===== src/rtl/z80_io_decoder.sv =====
// Z80 I/O-port front end: synchronises the Z80 strobes into clk and decodes a port window.
// Define Z80_READBACK_EN to compile in the IN-cycle readback path (READ state, data_out/data_oe).
module z80_io_decoder #(
    parameter logic [7:0] BASE_ADDR = 8'h70,
    parameter int         NUM_REGS  = 4
) (
    input  logic                  clk,
    input  logic                  reset,
    input  logic [7:0]            z80_addr,
    input  logic [7:0]            z80_data_in,
    input  logic                  z80_iorq_n,
    input  logic                  z80_wr_n,
    input  logic                  z80_rd_n,
    input  logic                  z80_m1_n,
    input  logic [8*NUM_REGS-1:0] reg_data_in,
    output logic [NUM_REGS-1:0]   write_strobe,
    output logic [7:0]            write_data,
    output logic [7:0]            z80_data_out,
    output logic                  z80_data_oe
);

    localparam logic [1:0] ST_IDLE   = 2'd0;
    localparam logic [1:0] ST_STROBE = 2'd1;
`ifdef Z80_READBACK_EN
    localparam logic [1:0] ST_READ   = 2'd2;
`endif
    localparam logic [1:0] ST_WAIT   = 2'd3;

    logic [3:0]          sync1;
    logic [3:0]          sync2;
    logic [1:0]          settle;
    logic [1:0]          state;
    logic                iorq;
    logic                wr;
    logic                rd;
    logic                m1;
    logic                wr_act;
    logic                rd_act;
    logic [8:0]          diff;
    logic                hit;
    logic [2:0]          index;
    logic [NUM_REGS-1:0] strobe_onehot;

    always_ff @(posedge clk or negedge reset) begin
        if (!reset) begin
            sync1  <= '1;
            sync2  <= '1;
            settle <= 2'b00;
        end else begin
            sync1  <= {z80_iorq_n, z80_wr_n, z80_rd_n, z80_m1_n};
            sync2  <= sync1;
            settle <= {settle[0], 1'b1};
        end
    end

    assign iorq   = !sync2[3];
    assign wr     = !sync2[2];
    assign rd     = !sync2[1];
    assign m1     = !sync2[0];
    assign wr_act = iorq & wr & !m1;
    assign rd_act = iorq & rd & !m1;

    // Nine-bit difference: addresses below the base borrow into bit 8 and never hit.
    assign diff  = {1'b0, z80_addr} - {1'b0, BASE_ADDR};
    assign hit   = diff < 9'(NUM_REGS);
    assign index = diff[2:0];

    always_comb begin
        strobe_onehot = '0;
        for (int i = 0; i < NUM_REGS; i++) begin
            strobe_onehot[i] = (index == 3'(i));
        end
    end

`ifdef Z80_READBACK_EN
    logic [7:0] rd_byte;

    always_comb begin
        rd_byte = 8'h00;
        for (int i = 0; i < NUM_REGS; i++) begin
            if (index == 3'(i)) begin
                rd_byte = reg_data_in[8*i +: 8];
            end
        end
    end
`endif

    // WAIT is held until the synchronisers have refilled after reset, so a cycle already
    // in progress at release is seen as active and discarded rather than decoded late.
    always_ff @(posedge clk or negedge reset) begin
        if (!reset) begin
            state        <= ST_WAIT;
            write_strobe <= '0;
            write_data   <= 8'h00;
`ifdef Z80_READBACK_EN
            z80_data_out <= 8'h00;
`endif
        end else begin
            write_strobe <= '0;
            case (state)
                ST_IDLE: begin
                    if (wr_act && hit) begin
                        state        <= ST_STROBE;
                        write_strobe <= strobe_onehot;
                        write_data   <= z80_data_in;
                    end
`ifdef Z80_READBACK_EN
                    else if (rd_act && hit) begin
                        state        <= ST_READ;
                        z80_data_out <= rd_byte;
                    end
`endif
                    else if (wr_act || rd_act || (iorq && m1)) begin
                        state <= ST_WAIT;
                    end
                end
                ST_STROBE: state <= ST_WAIT;
`ifdef Z80_READBACK_EN
                ST_READ: begin
                    if (!rd_act) begin
                        state <= ST_IDLE;
                    end
                end
`endif
                ST_WAIT: begin
                    if (settle[1] && !wr_act && !rd_act) begin
                        state <= ST_IDLE;
                    end
                end
                default: state <= ST_WAIT;
            endcase
        end
    end

`ifdef Z80_READBACK_EN
    // Raw strobes gate the pad enable so the bus is released as soon as the CPU ends the cycle.
    assign z80_data_oe = (state == ST_READ) & !z80_rd_n & !z80_iorq_n;
`else
    logic unused_reg_data;

    assign unused_reg_data = ^reg_data_in;
    assign z80_data_out    = 8'h00;
    assign z80_data_oe     = 1'b0;
`endif

endmodule


===== config.mk =====
export PLATFORM = sky130hd
export DESIGN_NAME = z80_io_decoder
export DESIGN_NICKNAME = d
export VERILOG_FILES = /design/src/rtl/z80_io_decoder.sv
export SDC_FILE = /design/constraint.sdc
export NUM_CORES = 1
export LEC_CHECK = 0
export ABC_AREA = 1
export BUFFER_PORTS_ARGS = -buffer_cell sky130_fd_sc_hd__buf_2
export CAP_MARGIN = 20
export CORE_AREA = 2 2 55 57
export CTS_CLUSTER_SIZE = 25
export DETAILED_ROUTE_END_ITERATION = 7
export DIE_AREA = 0 0 57 59
export PLACE_DENSITY = 0.82
export REMOVE_ABC_BUFFERS = 1
export SYNTH_ARGS = -nofsm -noshare
export SYNTH_HDL_FRONTEND = slang
export SYNTH_SLANG_ARGS = --single-unit
export TNS_END_PERCENT = 10

===== constraint.sdc =====
create_clock -name clk -period 1.88 [get_ports clk]
set_clock_uncertainty 0.1 [all_clocks]
set_input_delay 0.376 -clock clk [delete_from_list [all_inputs] [get_ports clk]]
set_output_delay 0.376 -clock clk [all_outputs]
set_load 0.05 [all_outputs]

# Word level (Yosys, flattened, before mapping)
# Cells that the tools add are included.
[word_totals] in_bits=54 word_cells=40 register_bits=24
[classes] n_addsub=1 n_mux=6 n_lt_le_gt_ge=1 eq_ne=6 bitwise=4 reduce_logical=16
[op_table] cell="$lt A9 B3 Y1 const B" count=1
[op_table] cell="$sub A8 B7 Y9 const B" count=1
[op_table] cell="$mux W4" count=2
[op_table] cell="$eq A3 B2 Y1 const B" count=2
[op_table] cell="$logic_not A1 Y1" count=6
[op_table] cell="$mux W2" count=3
[op_table] cell="$and A1 B1 Y1" count=4
[op_table] cell="$logic_and A1 B1 Y1" count=4
[op_table] cell="$pmux W2 S2" count=1
[op_table] cell="$reduce_and A2 Y1" count=2
[op_table] cell="$eq A3 B1 Y1 const B" count=1
[op_table] cell="$logic_not A3 Y1" count=1
[op_table] cell="$ne A3 B3 Y1 const B" count=1
[op_table] cell="$eq A2 B2 Y1 const B" count=1
[op_table] cell="$logic_not A2 Y1" count=1
[op_table] cell="$logic_or A1 B1 Y1" count=2
[op_table] cell="$ne A2 B2 Y1 const B" count=1

# Logic depth before layout (Yosys ltp)
[logic_depth] depth_word=8 depth_mapped=9

# Worst setup path after synthesis
# No wires, ideal clock.
[synth_timing] path_kind="input to register" startpoint="input z80_addr[4]" endpoint="register write_data[0]" setup_ns=0.119 stages=9 arrival_time_ns=1.252 path_slack_ns=0.409 path_cell_list="ha_1 inv_1 nand2_1 nor2_1 nand2_2 nor2_4 nand3_2 nand2_1 nand2_1"
[synth_between] elab_chain_cells=4
[synth_lines] item="from (decl)" line_no="9" source="input logic [7:0] z80_addr,"
[synth_lines] item="$sub A8 B7 Y9" line_no="64" source="assign diff = {1'b0, z80_addr} - {1'b0, BASE_ADDR};"
[synth_lines] item="$lt A9 B3 Y1" line_no="65" source="assign hit = diff < 9'(NUM_REGS);"
[synth_lines] item="$logic_and A1 B1 Y1" line_no="102" source="if (wr_act && hit) begin"
[synth_lines] item="$reduce_and A2 Y1 (no line)"
[synth_lines] item="to (signal assigned)" line_no="105" source="write_data <= z80_data_in;"
[synth_lines] item="to (decl)" line_no="17" source="output logic [7:0] write_data,"
# No other way between the ends.
# A chain may end at the register's enable or synchronous reset.

# Worst setup path after layout
[layout_timing] startpoint="register sync2[0]" endpoint="register write_data[5]"
[layout_between] elab_chain_cells=3
[layout_lines] item="from (decl)" line_no="30" source="logic [3:0] sync2;"
[layout_lines] item="from (signal assigned)" line_no="51" source="sync2 <= sync1;"
[layout_lines] item="$and A1 B1 Y1" line_no="60" source="assign wr_act = iorq & wr & !m1;"
[layout_lines] item="$logic_and A1 B1 Y1" line_no="102"
[layout_lines] item="$reduce_and A2 Y1 (no line)"
# No other way between the ends.

==> results by group <==
Status
  – Status: finished clean

Global routing
  – Grt ovf: 0
  – Total track usage: 13.4%
  – Vias in the first global route: 845
  – Global-route wire length before repair: 3440 µm
  – Initial antenna violation count: 0
  – Largest net degree at the start of global routing: 25

Critical path
  – Crit Path Class: reg -> reg
  – Critical Path End Type: flop
  – Data arrival, critical path: 1.54 ns
  – Top fanout value on the critical path: 9
  – Crit path largest cell delay: 0.54 ns
  – CP cell instances: inv_2 > nor2_4 > nand3_2 > nor2_4 > nand3_2 > nand2_1 > nand2_1
  – Crit-path slowest cell: dfstp_2
  – Type of origin of the critical path: flop
  – Worst endpoint required time: 1.98 ns

Detailed routing
  – Via density per instance: 4.51
  – Total length of routed wires: 1890 µm
  – Drt drc: 0
  – DR iter-0 viols: 27
  – DR WL/cell: 10.8 µm
  – Final ANT Viol Nets: 0
  – First-pass detailed-route iteration total: 4
  – Vias: 790

Clock tree
  – Clock Root Buffer: clkbuf_4
  – Skew-Pair Late Insertion Delay: 0.30 ns
  – Clk sink count: 24
  – CTS tree: yes
  – H-tree depth: 1
  – Post-CTS Setup Inserts: 0
  – Clock Tree Buf Depth: 2
  – Clock slew at reported path FFs: 0.11 ns
  – CTS buffer count: 3

STA
  – RSZ-0062 raised after global routing: false
  – Tcrit/Tclk final: 76.3%
  – Setup TNS: 0 ns
  – Worst relative slew slack: 66.5%
  – Count of pins over their slew limit: 0
  – Final WS setup: 0.446 ns
  – Post-layout minimum cycle time: 1.43 ns
  – Fmax: 697 MHz
  – Final hold vios: 0
  – Final hold slack: 0.0597 ns
  – Final setup fails: 0
  – Tightest Pin Transition: 0.503 ns

Synthesis
  – Cells after Synth: 107
  – Post-Syn Area per Cell: 9.92 µm²
  – Yosys warns: 0
  – Synthesized cell area: 1060 µm²
  – Yosys reg bits: 24
  – Post-synth cell types: 20
  – Sequential area share after synthesis: 57.8%

Placement
  – PortBufs: 33
  – Area of placed instances: 1220 µm²
  – Dpl ws: 0.139 ns
  – RePlAce Congestion: 0.712
  – Final HPWL DP: 1540 µm

Layout
  – Antenna Cells: 0
  – Nets: 200
  – Commonest non-fill, non-tap cell in the layout: buf_2
  – P&R area growth vs syn: 18.8%
  – Post-route design area: 1260 µm²
  – Fill cell count: 266
  – Share of post-route cells with drive strength above 1: 41.0%
  – Area occupied by multi-input gates: 343 µm²
  – Register area: 613 µm²
  – Commonest cells after routing, fill and taps aside: buf_2 (33), nand2_1 (29), dfrtp_1 (14)

Floorplan
  – Die width: 57 µm
  – Row count: 19
  – Die area: 3360 µm²
  – Ports: 75
  – Initial Utilization: 39.2%
  – Die H: 59 µm
  – Core Footprint: 2710 µm²

Flow run
  – MaxCap Viol Count: 0

Power
  – Tot Pwr: 0.00103 W
  – P_leak: 0.712 nW
  – Max VDD drop: 0.000522 V
  – PwrDens: 821 nW/µm²

Worst hold path
  – Hold crit path type: in -> reg
## Yosys cell counts
| cell type | number | area [µm²] |
|---|---|---|
| clkbuf_4 | 1 | 7.51 |
| inv_2 | 1 | 3.75 |
| nor2_4 | 2 | 22.5 |
| or2_2 | 1 | 6.26 |
| nand2_1 | 29 | 109 |
| nor2_1 | 8 | 30.0 |
| nand4_1 | 8 | 50.1 |
| buf_6 | 1 | 11.3 |
| dfstp_2 | 10 | 263 |
| buf_4 | 10 | 75.1 |
| nand2_2 | 1 | 6.26 |
| o21a_1 | 1 | 7.51 |
| inv_1 | 10 | 37.5 |
| nand3_2 | 2 | 20.0 |
| conb_1 | 2 | 7.51 |
| o21ai_0 | 2 | 10.0 |
| nand4_2 | 2 | 25.0 |
| nor2_2 | 1 | 6.26 |
| dfrtp_1 | 14 | 350 |
| ha_1 | 1 | 12.5 |
## flip-flops by register name, indices dropped and copies added (netlist names)
name	flops
write_data	8
sync1	4
sync2	4
write_strobe	4
settle	2
state	2
## cell type report
cell class	instances	share of cell area [%]
Multi-Input combinational cell	68	27.2
Tap cell	31	3.08
Inverter	11	3.28
Timing Repair Buffer	37	15.7
Clock buffer	4	2.09
Sequential cell	24	48.7
## critical path: cells and delay by family, from the launching register on
family                 cells  cell delay [ns]
buffers and inverters      1             0.04
DFF                        1             0.54
and+or+nand+nor            6             0.64
## kinds of logic (layout without fill, tap and decap cells)
kind of cell | after synthesis | after routing | share of synthesized area (%)
AND/OR/NAND/NOR | 54 | 54 | 25.9
flip-flops | 24 | 24 | 57.8
buffers and inverters | 23 | 52 | 12.7
AO/OA/AOI/OAI | 3 | 3 | 1.65
other | 2 | 10 | 0.708
adder cells (fa/ha/maj) | 1 | 1 | 1.18
## final timing paths
kind	endpoint	depth (start not counted)	from	slack, ns
setup / recovery	write_data[5]$_DFFE_PN0P_	7	sync2[0]$_DFF_PN1_	0.45
min in group asynchronous	write_data[0]$_DFFE_PN0P_	2	reset	0.47
max in group asynchronous	sync2[3]$_DFF_PN1_	2	reset	0.85
hold reg to reg	sync2[2]$_DFF_PN1_	0	sync1[2]$_DFF_PN1_	0.26
hold / removal	sync1[1]$_DFF_PN1_	1	z80_rd_n	0.06
setup reg to reg	write_data[5]$_DFFE_PN0P_	7	sync2[0]$_DFF_PN1_	0.45
## metrics by stage
stage	utilization [%]	instances
floorplan	-	103
global placement	45.2	170
detailed placement	45.2	170
CTS	46.5	175
global route	46.5	175
finish	46.5	175
## what timing repair did
item,in CTS,in global routing
hold buffers,1,0
endpoints found under the hold margin,14,0
gates resized for setup,0,0
## layer usage
layer	vias to the layer above	wire length, µm	global-route usage, %
li1	386	-	-
met3	2	146	2.62
met1	362	792	15.9
met4	0	17	4.98
met5	-	0	0
met2	40	935	24.0
## power by group
group,internal [W],switching [W]
clock network,0.0000827,0.000140
registers,0.000574,0.0000182
logic,0.0000636,0.000156
total,0.000720,0.000314
Note: power is estimated with default switching activity, not from simulation.
